==> src/rtl/product_bcd_converter_pkg.sv <==
// Shared definitions for the Booth multiplier datapath and its BCD output stage.
package product_bcd_converter_pkg;

    localparam int unsigned PRODUCT_WIDTH     = 16;
    localparam int unsigned BCD_DIGITS        = 5;
    localparam int unsigned BCD_ADJ_THRESHOLD = 5;
    localparam int unsigned BCD_ADJ_VALUE     = 3;

    typedef enum logic [1:0] {
        IDLE,
        CONV,
        DONE
    } state_t;

endpackage

==> src/rtl/product_bcd_converter_bcd_digit_adjust.sv <==
// Double-dabble correction for one BCD digit: add 3 when the digit is 5 or more.
module bcd_digit_adjust
    import product_bcd_converter_pkg::*;
(
    input  logic [3:0] digit_in,
    output logic [3:0] digit_out
);

    always_comb begin
        if (digit_in >= 4'(BCD_ADJ_THRESHOLD)) begin
            digit_out = digit_in + 4'(BCD_ADJ_VALUE);
        end else begin
            digit_out = digit_in;
        end
    end

endmodule

==> src/rtl/product_bcd_converter.sv <==
// Signed product to sign + packed BCD, one double-dabble shift per cycle.
// Optional BCD_LEADING_ZERO_BLANK_EN adds a leading-zero blanking mask output.
module product_bcd_converter
    import product_bcd_converter_pkg::*;
#(
    parameter int unsigned WIDTH  = PRODUCT_WIDTH,
    parameter int unsigned DIGITS = BCD_DIGITS
) (
    input  logic                  clock,
    input  logic                  reset,
    input  logic                  start,
    input  logic [WIDTH-1:0]      product,
    output logic                  busy,
    output logic                  done,
    output logic                  sign,
    output logic [4*DIGITS-1:0]   bcd
`ifdef BCD_LEADING_ZERO_BLANK_EN
    ,
    output logic [DIGITS-1:0]     blank
`endif
);

    localparam int unsigned BW = 4 * DIGITS;
    localparam int unsigned CW = $clog2(WIDTH + 1);

    state_t            state;
    logic [WIDTH-1:0]  mag;
    logic [BW-1:0]     acc;
    logic [BW-1:0]     acc_adj;
    logic [BW-1:0]     acc_next;
    logic [CW-1:0]     cnt;
    logic              sign_pend;
    logic [WIDTH:0]    prod_ext;
    logic [WIDTH:0]    prod_abs;
    logic [BW+WIDTH-1:0] sr_next;

    // One extra bit so the most negative product has a representable magnitude.
    always_comb begin
        prod_ext = {product[WIDTH-1], product};
        prod_abs = product[WIDTH-1] ? (~prod_ext + {{WIDTH{1'b0}}, 1'b1}) : prod_ext;
    end

    for (genvar i = 0; i < DIGITS; i++) begin : g_adj
        bcd_digit_adjust u_adj (
            .digit_in  (acc[4*i +: 4]),
            .digit_out (acc_adj[4*i +: 4])
        );
    end

    always_comb begin
        sr_next  = {acc_adj, mag} << 1;
        acc_next = sr_next[BW+WIDTH-1 -: BW];
    end

`ifdef BCD_LEADING_ZERO_BLANK_EN
    logic [DIGITS-1:0] blank_next;

    always_comb begin
        blank_next = '0;
        blank_next[DIGITS-1] = (acc_next[BW-1 -: 4] == 4'd0);
        for (int i = DIGITS - 2; i >= 1; i--) begin
            blank_next[i] = blank_next[i+1] & (acc_next[4*i +: 4] == 4'd0);
        end
        blank_next[0] = 1'b0;
    end
`endif

    always_ff @(posedge clock or negedge reset) begin
        if (!reset) begin
            state     <= IDLE;
            busy      <= 1'b0;
            done      <= 1'b0;
            sign      <= 1'b0;
            bcd       <= '0;
            mag       <= '0;
            acc       <= '0;
            cnt       <= '0;
            sign_pend <= 1'b0;
`ifdef BCD_LEADING_ZERO_BLANK_EN
            blank     <= {{(DIGITS-1){1'b1}}, 1'b0};
`endif
        end else begin
            unique case (state)
                IDLE: begin
                    done <= 1'b0;
                    if (start) begin
                        // Zero magnitude never reports as negative.
                        sign_pend <= product[WIDTH-1] & (prod_abs != '0);
                        mag       <= prod_abs[WIDTH-1:0];
                        acc       <= '0;
                        cnt       <= CW'(WIDTH);
                        busy      <= 1'b1;
                        state     <= CONV;
                    end
                end
                CONV: begin
                    acc <= acc_next;
                    mag <= sr_next[WIDTH-1:0];
                    cnt <= cnt - CW'(1);
                    if (cnt == CW'(1)) begin
                        bcd   <= acc_next;
                        sign  <= sign_pend;
                        done  <= 1'b1;
                        busy  <= 1'b0;
                        state <= DONE;
`ifdef BCD_LEADING_ZERO_BLANK_EN
                        blank <= blank_next;
`endif
                    end
                end
                DONE: begin
                    done  <= 1'b0;
                    state <= IDLE;
                end
                default: begin
                    state <= IDLE;
                end
            endcase
        end
    end

endmodule

==> config.mk <==
export PLATFORM = sky130hd
export DESIGN_NAME = product_bcd_converter
export DESIGN_NICKNAME = d
export VERILOG_FILES = /design/src/rtl/product_bcd_converter_pkg.sv /design/src/rtl/product_bcd_converter_bcd_digit_adjust.sv /design/src/rtl/product_bcd_converter.sv
export SDC_FILE = /design/constraint.sdc
export NUM_CORES = 1
export LEC_CHECK = 0
export ABC_AREA = 0
export BUFFER_PORTS_ARGS = -buffer_cell sky130_fd_sc_hd__buf_2
export CORE_MARGIN = 3
export CORE_UTILIZATION = 50
export CTS_CLUSTER_DIAMETER = 150
export CTS_CLUSTER_SIZE = 8
export DETAILED_ROUTE_END_ITERATION = 7
export GPL_ROUTABILITY_DRIVEN = 0
export HOLD_SLACK_MARGIN = 0.03
export PLACE_DENSITY_LB_ADDON = 0.15
export SETUP_SLACK_MARGIN = 0.4
export SLEW_MARGIN = 25
export SYNTH_ARGS = -nofsm -noshare
export SYNTH_HDL_FRONTEND = slang
export SYNTH_SLANG_ARGS = --single-unit
==> constraint.sdc <==
create_clock -name clock -period 2 [get_ports clock]
set_input_delay 0.2 -clock clock [delete_from_list [all_inputs] [get_ports clock]]
set_output_delay 0.2 -clock clock [all_outputs]
set_load 0.02 [all_outputs]
Word-level counts from Yosys, hierarchy flattened

Cells that the tools add are included.
Widths: inputs -> output; s select.

Flip-flop bits (word level): 67
Input bits: 19
Output and inout bits: 23
Word-level logic and storage cells: 59

Add/sub/neg operators: 7
Magnitude comparators: 5
Equal/unequal tests: 5
Muxes and demuxes: 20
Bitwise gates (word level): 2
Reduce and logical (&&, ||, !) cells: 11

Operators with widths:

| cell                  | number |
|---|---|
| $pmux 20 s2           | 1 |
| $pmux 16 s2           | 1 |
| $ge 4x3->1 const B    | 5 |
| $mux 20               | 1 |
| $add 17x1->17 const B | 1 |
| $mux 17               | 1 |
| $not 17->17           | 1 |
| $reduce_bool 17->1    | 1 |
| $add 4x2->4 const B   | 4 |
| $mux 16               | 1 |
| $mux 4                | 4 |
| $pmux 5 s2            | 1 |
| $reduce_and 2->1      | 5 |
| $eq 5x1->1 const B    | 1 |
| $mux 5                | 1 |
| $sub 5x1->5 const B   | 1 |
| $mux 2                | 2 |
| $ne 2x2->1 const B    | 2 |
| $pmux 1 s2            | 2 |
| $pmux 2 s2            | 1 |
| $reduce_bool 2->1     | 2 |
| $add 3x2->3 const B   | 1 |
| $mux 1                | 3 |
| $mux 3                | 1 |
| 6 further kinds       | 6 |

Depth between registers and ports, before layout

Gate-level depths: netlist (run 1).

Word-level depth: 5
Mapped depth: 8
Mapped depth without buffers: 8

Hierarchy

A second synthesis (run 1) with hierarchy kept.

Cell total of the unflattened synthesis: 440
Area, all modules: 3721.1 um2

Modules (own cells, without submodules):

| module                | times used | cells an instance | area an instance (um2) |
|---|---|---|---|
| product_bcd_converter | 1          | 360               | 3214.3 |
| bcd_digit_adjust      | 5          | 16                | 101.3 |

Worst setup path before layout (run 1)

No wires, ideal clock.

Path type: input-to-reg
Start point: input port product[0]
End point: register sign_pend
Arrival time: 1.641 ns
Path slack: 0.228 ns
Cell stages on the path: 8
Path buffers: 0
Cell sequence: inv_1 > ha_1 > nor2b_1 > nand3_4 > o21a_1 > o32a_1 > nor4_1 > a21oi_1

Cells in the longest elaborated chain, start to end: 5

Ends and longest elaborated chain:

| item                   | RTL line                    | text |
|---|---|---|
| start, declared        | product_bcd_converter.sv:12 | `input logic [WIDTH-1:0] product,` |
| $not 17->17            | product_bcd_converter.sv:40 | `prod_abs = product[WIDTH-1] ? (~prod_ext + {{WIDTH{1'b0}}, 1'b1}) : prod_ext;` |
| $add 17x1->17          | product_bcd_converter.sv:40 |  |
| $mux 17 (*)            | product_bcd_converter.sv:40 |  |
| $reduce_bool 17->1 (*) | product_bcd_converter.sv:88 | `sign_pend <= product[WIDTH-1] & (prod_abs != '0);` |
| $and 1x1->1 (*)        | product_bcd_converter.sv:88 |  |
| end signal, assigned   | product_bcd_converter.sv:88 |  |
| end, declared          | product_bcd_converter.sv:32 | `logic sign_pend;` |

Every way passes the cells marked *; elsewhere a longest branch is shown, timed or not.
A chain may end at the register's enable or synchronous reset.

Worst setup path in the final report (run 1)

Start point: register state[1]
End point: register sign_pend

Cells in the longest elaborated chain, start to end: 2

Ends and longest elaborated chain:

| item                              | RTL line                     | text |
|---|---|---|
| start, declared                   | product_bcd_converter.sv:26  | `state_t state;` |
| start signal, assigned            | product_bcd_converter.sv:70  | `state <= IDLE;` |
| start signal, assigned            | product_bcd_converter.sv:93  | `state <= CONV;` |
| start signal, assigned            | product_bcd_converter.sv:105 | `state <= DONE;` |
| $logic_not 2->1                   | product_bcd_converter.sv:83  | `unique case (state)` |
| $reduce_and 2->1 (no source line) | -                            |  |

Every way passes these cells.

==> results of run 1 <==
## worst max-delay path, stage by stage, from the launching register on
cell      delay, ns
dfrtp_1        0.39
nor2b_2        0.14
nand2_1        0.08
or4_1          0.41
o21bai_1       0.19
nor4_2         0.14
a21oi_1        0.09
## sequential cells by signal, summed over array words and instances (netlist names)
name,flops
sign_pend,1
state,2
cnt,5
acc,20
mag,16
bcd,20
sign,1
done,1
busy,1
## cells by family after synthesis
| logic type | synth area share |
|---|---|
| flops | 0.464 |
| fa+ha+maj | 0.0450 |
| simple gates | 0.186 |
| compound gates | 0.196 |
| xor+xnor | 0.0461 |
| buf+inv | 0.0381 |
| mux | 0.0239 |
## layer usage
metal | wire, um | global-route usage
met1 | 3630 | 0.263
met2 | 4080 | 0.338
met3 | 265 | 0.0273
met4 | 128 | 0.0867
met5 | 0 | 0
## layout make-up
class,count,share of cell area
repair buffers,67,0.0967
clock inverters,2,0.00785
clock buffers,14,0.0342
inverters,17,0.0196
multi-input cells,292,0.437
flip-flops and latches,67,0.376
repair inverters,1,0.00168
well taps,96,0.0269
## final timing paths
kind	from	slack [ns]	to	depth (start not counted)
max in group asynchronous	reset	1.30	acc[7]	3
max	state[1]	0.43	sign_pend	6
min reg2reg	busy	0.47	busy	2
min	product[0]	0.16	mag[0]	3
max reg2reg	state[1]	0.43	sign_pend	6
min in group asynchronous	reset	0.40	acc[18]	3
## cells in the mapped netlist, types with 2 or more instances
| library cell | instances |
|---|---|
| nand4_1 | 2 |
| a22o_1 | 3 |
| a31oi_1 | 5 |
| a21oi_1 | 21 |
| o31ai_1 | 4 |
| nand2_1 | 63 |
| inv_1 | 17 |
| a31o_2 | 2 |
| or4_1 | 2 |
| xnor2_1 | 15 |
| xor2_1 | 4 |
| dfrtp_1 | 67 |
| clkbuf_1 | 17 |
| mux2i_1 | 3 |
| nor2_1 | 11 |
| nand3_1 | 4 |
| ha_1 | 13 |
| nor3_1 | 9 |
| buf_2 | 2 |
| nor2b_1 | 13 |
| o21ai_0 | 63 |
| or3b_2 | 5 |
| a22oi_1 | 11 |
| nor3b_1 | 5 |
| nor4b_1 | 2 |
| o21bai_1 | 2 |
| nor4_1 | 4 |
| nand2b_1 | 8 |
| mux2_2 | 5 |
## metrics by stage
stage          TNS, ns  power, W  instance area [sq um]
6_report             0   0.00629                   4460
5_1_grt              0   0.00680                   4460
4_1_cts              0   0.00602                   4300
3_5_place_dp   -0.0525   0.00486                   4070
3_3_place_gp   -0.0146   0.00475                   4070
2_1_floorplan        0   0.00406                   3660
## report_power, final
part	leakage (nW)	internal [W]	switching [W]
registers	0.846	0.00193	0.000439
clock network	0.0947	0.000611	0.000480
logic	1.02	0.00124	0.00160
total	1.96	0.00378	0.00252
## repair_timing
| action | CTS | global route |
|---|---|---|
| gates cloned | 0 | 1 |
| setup buffers | 0 | 6 |
| pin swaps | 5 | 8 |
| setup endpoints to repair | 23 | 34 |
| gates resized for setup | 11 | 31 |
| hold buffers | 1 | 0 |
| endpoints found under the hold margin | 67 | 0 |
==> results.md, run 1 <==
* DP Cell Count at between 500 and 600
* ANT nets after route at 0
* Layout Cells excl Fill at approximately 560
* Row Count at 30
* Lkg Pwr at around 2.0 nW
* # nets final at 487
* Longest Clk Path Bufs at 2
* Main synth FF type: dfrtp_1
* Status: completed
* Synthesized area at 0.00361 sq mm
* Commonest cells after routing, fill and taps aside: dfrtp_1, nand2_1, o21ai_0
* CTS Buf Count at 9
* Worst EP arrival at roughly 1.8 ns
* H-tree levels at 3
* Final setup fails at 0
* YS warnings at 0
* PortBufs at between 40 and 50
* Root Driver: clkbuf_8
* Syn nets at 427
* Vias in the first global route at about 2,900
* WS Path Type: flop to flop
* Worst-path clk slew at ~0.070 ns
* Die X at 91.0 um
* Layout cells sized above 1 at 0.274
* Max IR drop VDD at around 0.00046 V
* Chip height at around 91 um
* Mapped Avg Cell Area at just over 9 sq um
* Worst-Skew Late Latency at roughly 0.34 ns
* Area leader, netlist: dfrtp_1
* Grt total ovfl at 0
* Worst Tran Pin Value at between 0.3 and 0.4 ns
* CTS tree: built
* Initial antenna violation count at 0
* RSZ-0062 raised after global routing: true
* Crit start category: flop
* Worst min path class: input port to flop
* Detail-routed net length per standard cell at between 10 and 15 um
* Commonest non-fill, non-tap cell in the layout: dfrtp_1
* Vias at around 3,100
* CP max FO at 2
* Max Slew Vio Count at 0
* Layout area overhead at 23.6%
* Largest cells by area after synthesis: dfrtp_1, o21ai_0, nand2_1
* PwrDens at around 1400 mW/mm^2
* Yosys reg bits at between 60 and 70
* Hold Violations, Final at 0
* Max cap viols at 0
* Core area at just under 0.007 sq mm
* Post-synth EDFFs at 0
* Global-route wire length before repair at ~14,000 um
* Register area at approximately 0.0017 sq mm
* Initial Util at 0.523
* First-pass detailed-route iteration total at 4
* Core Util, Final at 0.646
* Fin crit period at around 1.6 ns
* Total track usage at 0.202
* Slew margin rel. at 0.765
* Dpl hpwl at 5430 um
* Hold_ws at 0.163 ns
* Drt total wl at approximately 8000 um
* Fmax at 638 MHz
* Setup slack after layout at 0.434 ns
* Register area share after synthesis at 0.464
* DRC violations left at 0
* Critical Path End Type: flop
* Ant diodes at 0
* CTS Sinks at between 60 and 70
* Die area at about 0.0083 sq mm
* Post-synth top area share at 0.464
* Post-synth ARST share at 1.00
* Netlist cell types at between 40 and 50
* Pre-CTS setup slack at -0.0525 ns
* Clk_skew at ~0.0099 ns
* Synthesized instance count at ~400
* Top Ports at 42
* Final Cycle Share at 0.783
* Via/cell ratio at 5.49
* Data required, critical path at 2.22 ns
* Multi-input logic area at between 0.0015 and 0.002 sq mm
* Filler instances at between 600 and 700
* Largest net degree at the start of global routing at 68
* Initial drt markers at between 100 and 150
No activity file was read; power rests on OpenSTA's default activity.
==> inputs of run 2 (changes only) <==
Clock period 2 ns to 1.6 ns, I/O delays scaled along.
==> results.md, run 2 (synthesized netlist as in run 1, its figures left out) <==
* Vias at 3,625 (+19%)
* RSZ-0062 raised after global routing: true
* Status: completed
* Core area at 0.00691 sq mm (unchanged)
* Dpl hpwl at 6210 um (+14%)
* Largest net degree at the start of global routing at 29 (-57%)
* First-pass detailed-route iteration total at 5 (+1)
* Max Slew Vio Count at 0 (unchanged)
* Commonest non-fill, non-tap cell in the layout: dfrtp_1
* Total track usage at 0.234 (+0.0321)
* DP Cell Count at 558 (+4.9%)
* Worst r2r dst: acc[1]
* Crit start category: flop
* CP startpoint: acc[1]
* Crit-path cells: inv_2, ha_2, nand2b_4, a21oi_4, xnor2_1, o21ai_0
* Slew margin rel. at 0.729 (-0.0360)
* Worst flop-to-flop path startpoint: acc[1]
* CP peak stage delay at 0.40 ns (about the same)
* DRC violations left at 0 (unchanged)
* Clk_skew at 0.0124 ns (+0.00250 ns)
* Detail-routed net length per standard cell at 18.5 um (+27%)
* CTS Buf Count at 9 (unchanged)
* Longest Clk Path Bufs at 2 (unchanged)
* WS Path Type: flop to flop
* Global-route wire length before repair at 15,800 um (+17%)
* CTS Sinks at 67 (unchanged)
* Pre-CTS setup slack at -0.333 ns (-0.281 ns)
* PortBufs at 41 (unchanged)
* Layout area overhead at 56.0%
* Initial Util at 0.523 (unchanged)
* Row Count at 30 (unchanged)
* Initial antenna violation count at 0 (unchanged)
* PwrDens at 1840 mW/mm^2 (+31%)
* # nets final at 548 (+13%)
* CP max stage cell: dfrtp_1
* Root Driver: clkbuf_8
* Grt total ovfl at 0 (unchanged)
* Setup slack after layout at 0.0430 ns (-0.391 ns)
* Worst min path class: input port to asynchronous set/reset pin
* CTS tree: built
* Die X at 91.0 um (unchanged)
* Critical Path End Type: flop
* Via/cell ratio at 5.88 (+7.0%)
* Vias in the first global route at 3,427 (+18%)
* Top Ports at 42 (unchanged)
* Ant diodes at 0 (unchanged)
* Fin crit period at 1.56 ns (-0.00917 ns)
* H-tree levels at 3 (unchanged)
* Lkg Pwr at 2.46 nW (+25%)
* Largest regs: acc (20), bcd (20), mag (16)
* Data required, critical path at 1.80 ns (-0.42 ns)
* CP max FO at 3 (+1)
* ANT nets after route at 0 (unchanged)
* Final setup fails at 0 (unchanged)
* Die area at 0.00828 sq mm (unchanged)
* Hold Violations, Final at 0 (unchanged)
* Layout Cells excl Fill at 617 (+11%)
* Worst-path clk slew at 0.08 ns (about the same)
* Final Cycle Share at 0.973 (+0.190)
* Worst Tran Pin Value at 0.402 ns (+0.0497 ns)
* Chip height at 91.0 um (unchanged)
* Drt total wl at 11,400 um (+41%)
* Max IR drop VDD at 0.000729 V (+59%)
* Commonest cells after routing, fill and taps aside: dfrtp_1, buf_4, nand2_1
* Reg2reg path depth at 6 (unchanged)
* Layout cells sized above 1 at 0.511 (+0.237)
* Worst-Skew Late Latency at 0.35 ns (about the same)
* Initial drt markers at 240 (+61%)
* Fmax at 642 MHz (+0.59%)
* Worst EP arrival at 1.76 ns (-0.02 ns)
* R2R Setup Slk at 0.04 ns (-0.39 ns)
* Max cap viols at 0 (unchanged)
[run 2: cell count changes in the layout (fill, tap and decap cells not counted), moves of 7 or more]
| cell | change |
|---|---|
| buf_4 | +39 |
| o21ai_1 | +14 |
| nand2_1 | -22 |
| inv_2 | +7 |
| inv_1 | -7 |
| nand2_4 | +11 |
| nand2_2 | +11 |
| buf_6 | +13 |
| o21ai_0 | -26 |
| ha_1 | -7 |
| o21ai_2 | +12 |
[run 2: repair_timing]
item	4_1_cts	5_1_grt
buffers inserted	24	13
hold endpoints to repair	47	0
pin swaps	24	24
hold buffers	1	0
cloned	1	4
setup endpoints to repair	63	67
resized for setup	61	80
[run 2: how the worst max path moves through the flow]
stage                 to  slack, ns
6_report          acc[1]       0.04
5_1_grt        sign_pend      -0.03
4_1_cts        sign_pend       0.06
3_5_place_dp   sign_pend      -0.33
3_3_place_gp   sign_pend      -0.32
2_1_floorplan  sign_pend      -0.08
[run 2: area by class of cell]
| cell class | count | area [sq um] |
|---|---|---|
| Clock inverter | 4 | 50.0 |
| Timing Repair Buffer | 127 | 1060 |
| Multi-Input combinational cell | 293 | 2470 |
| Inverter | 17 | 91.3 |
| Clock buffer | 12 | 145 |
| Tap cell | 96 | 120 |
| Fill cell | 389 | 1270 |
| Sequential cell | 67 | 1680 |
| Timing Repair inverter | 1 | 16.3 |
[run 2: power breakdown]
group,internal [W],switching [W],leakage (nW)
Combinational,0.00280,0.00295,1.53
Sequential,0.00241,0.000774,0.843
Clock,0.000761,0.000693,0.0926
Total,0.00597,0.00442,2.46
[run 2: worst max-delay path, delay by kind of cell, from the launching register on]
kind	cells	cell delay, ns
simple gates	1	0.13
xor+xnor	1	0.34
flops	1	0.40
buf+inv	1	0.10
fa+ha+maj	1	0.17
compound gates	2	0.27
[run 2: stage by stage]
step	hold slack (ns)	util	TNS (ns)	instance area, sq um	power [W]
global placement	-0.0141	0.658	-0.526	4540	0.00668
finish	0.148	0.816	0	5630	0.0104
CTS	0.160	0.742	0	5130	0.00901
global route	0.169	0.816	-0.0592	5630	0.0109
detailed placement	-0.0139	0.658	-0.750	4540	0.00688
floorplan	-0.136	-	-0.0829	3970	0.00575
[run 2: routing by layer]
layer / vias up / wire length [um] / global-route usage
met5: - / 0 / 0
met4: 0 / 256 / 0.0980
met2: 137 / 6220 / 0.414
met3: 32 / 476 / 0.0282
li1: 1647 / - / -
met1: 1809 / 4440 / 0.288
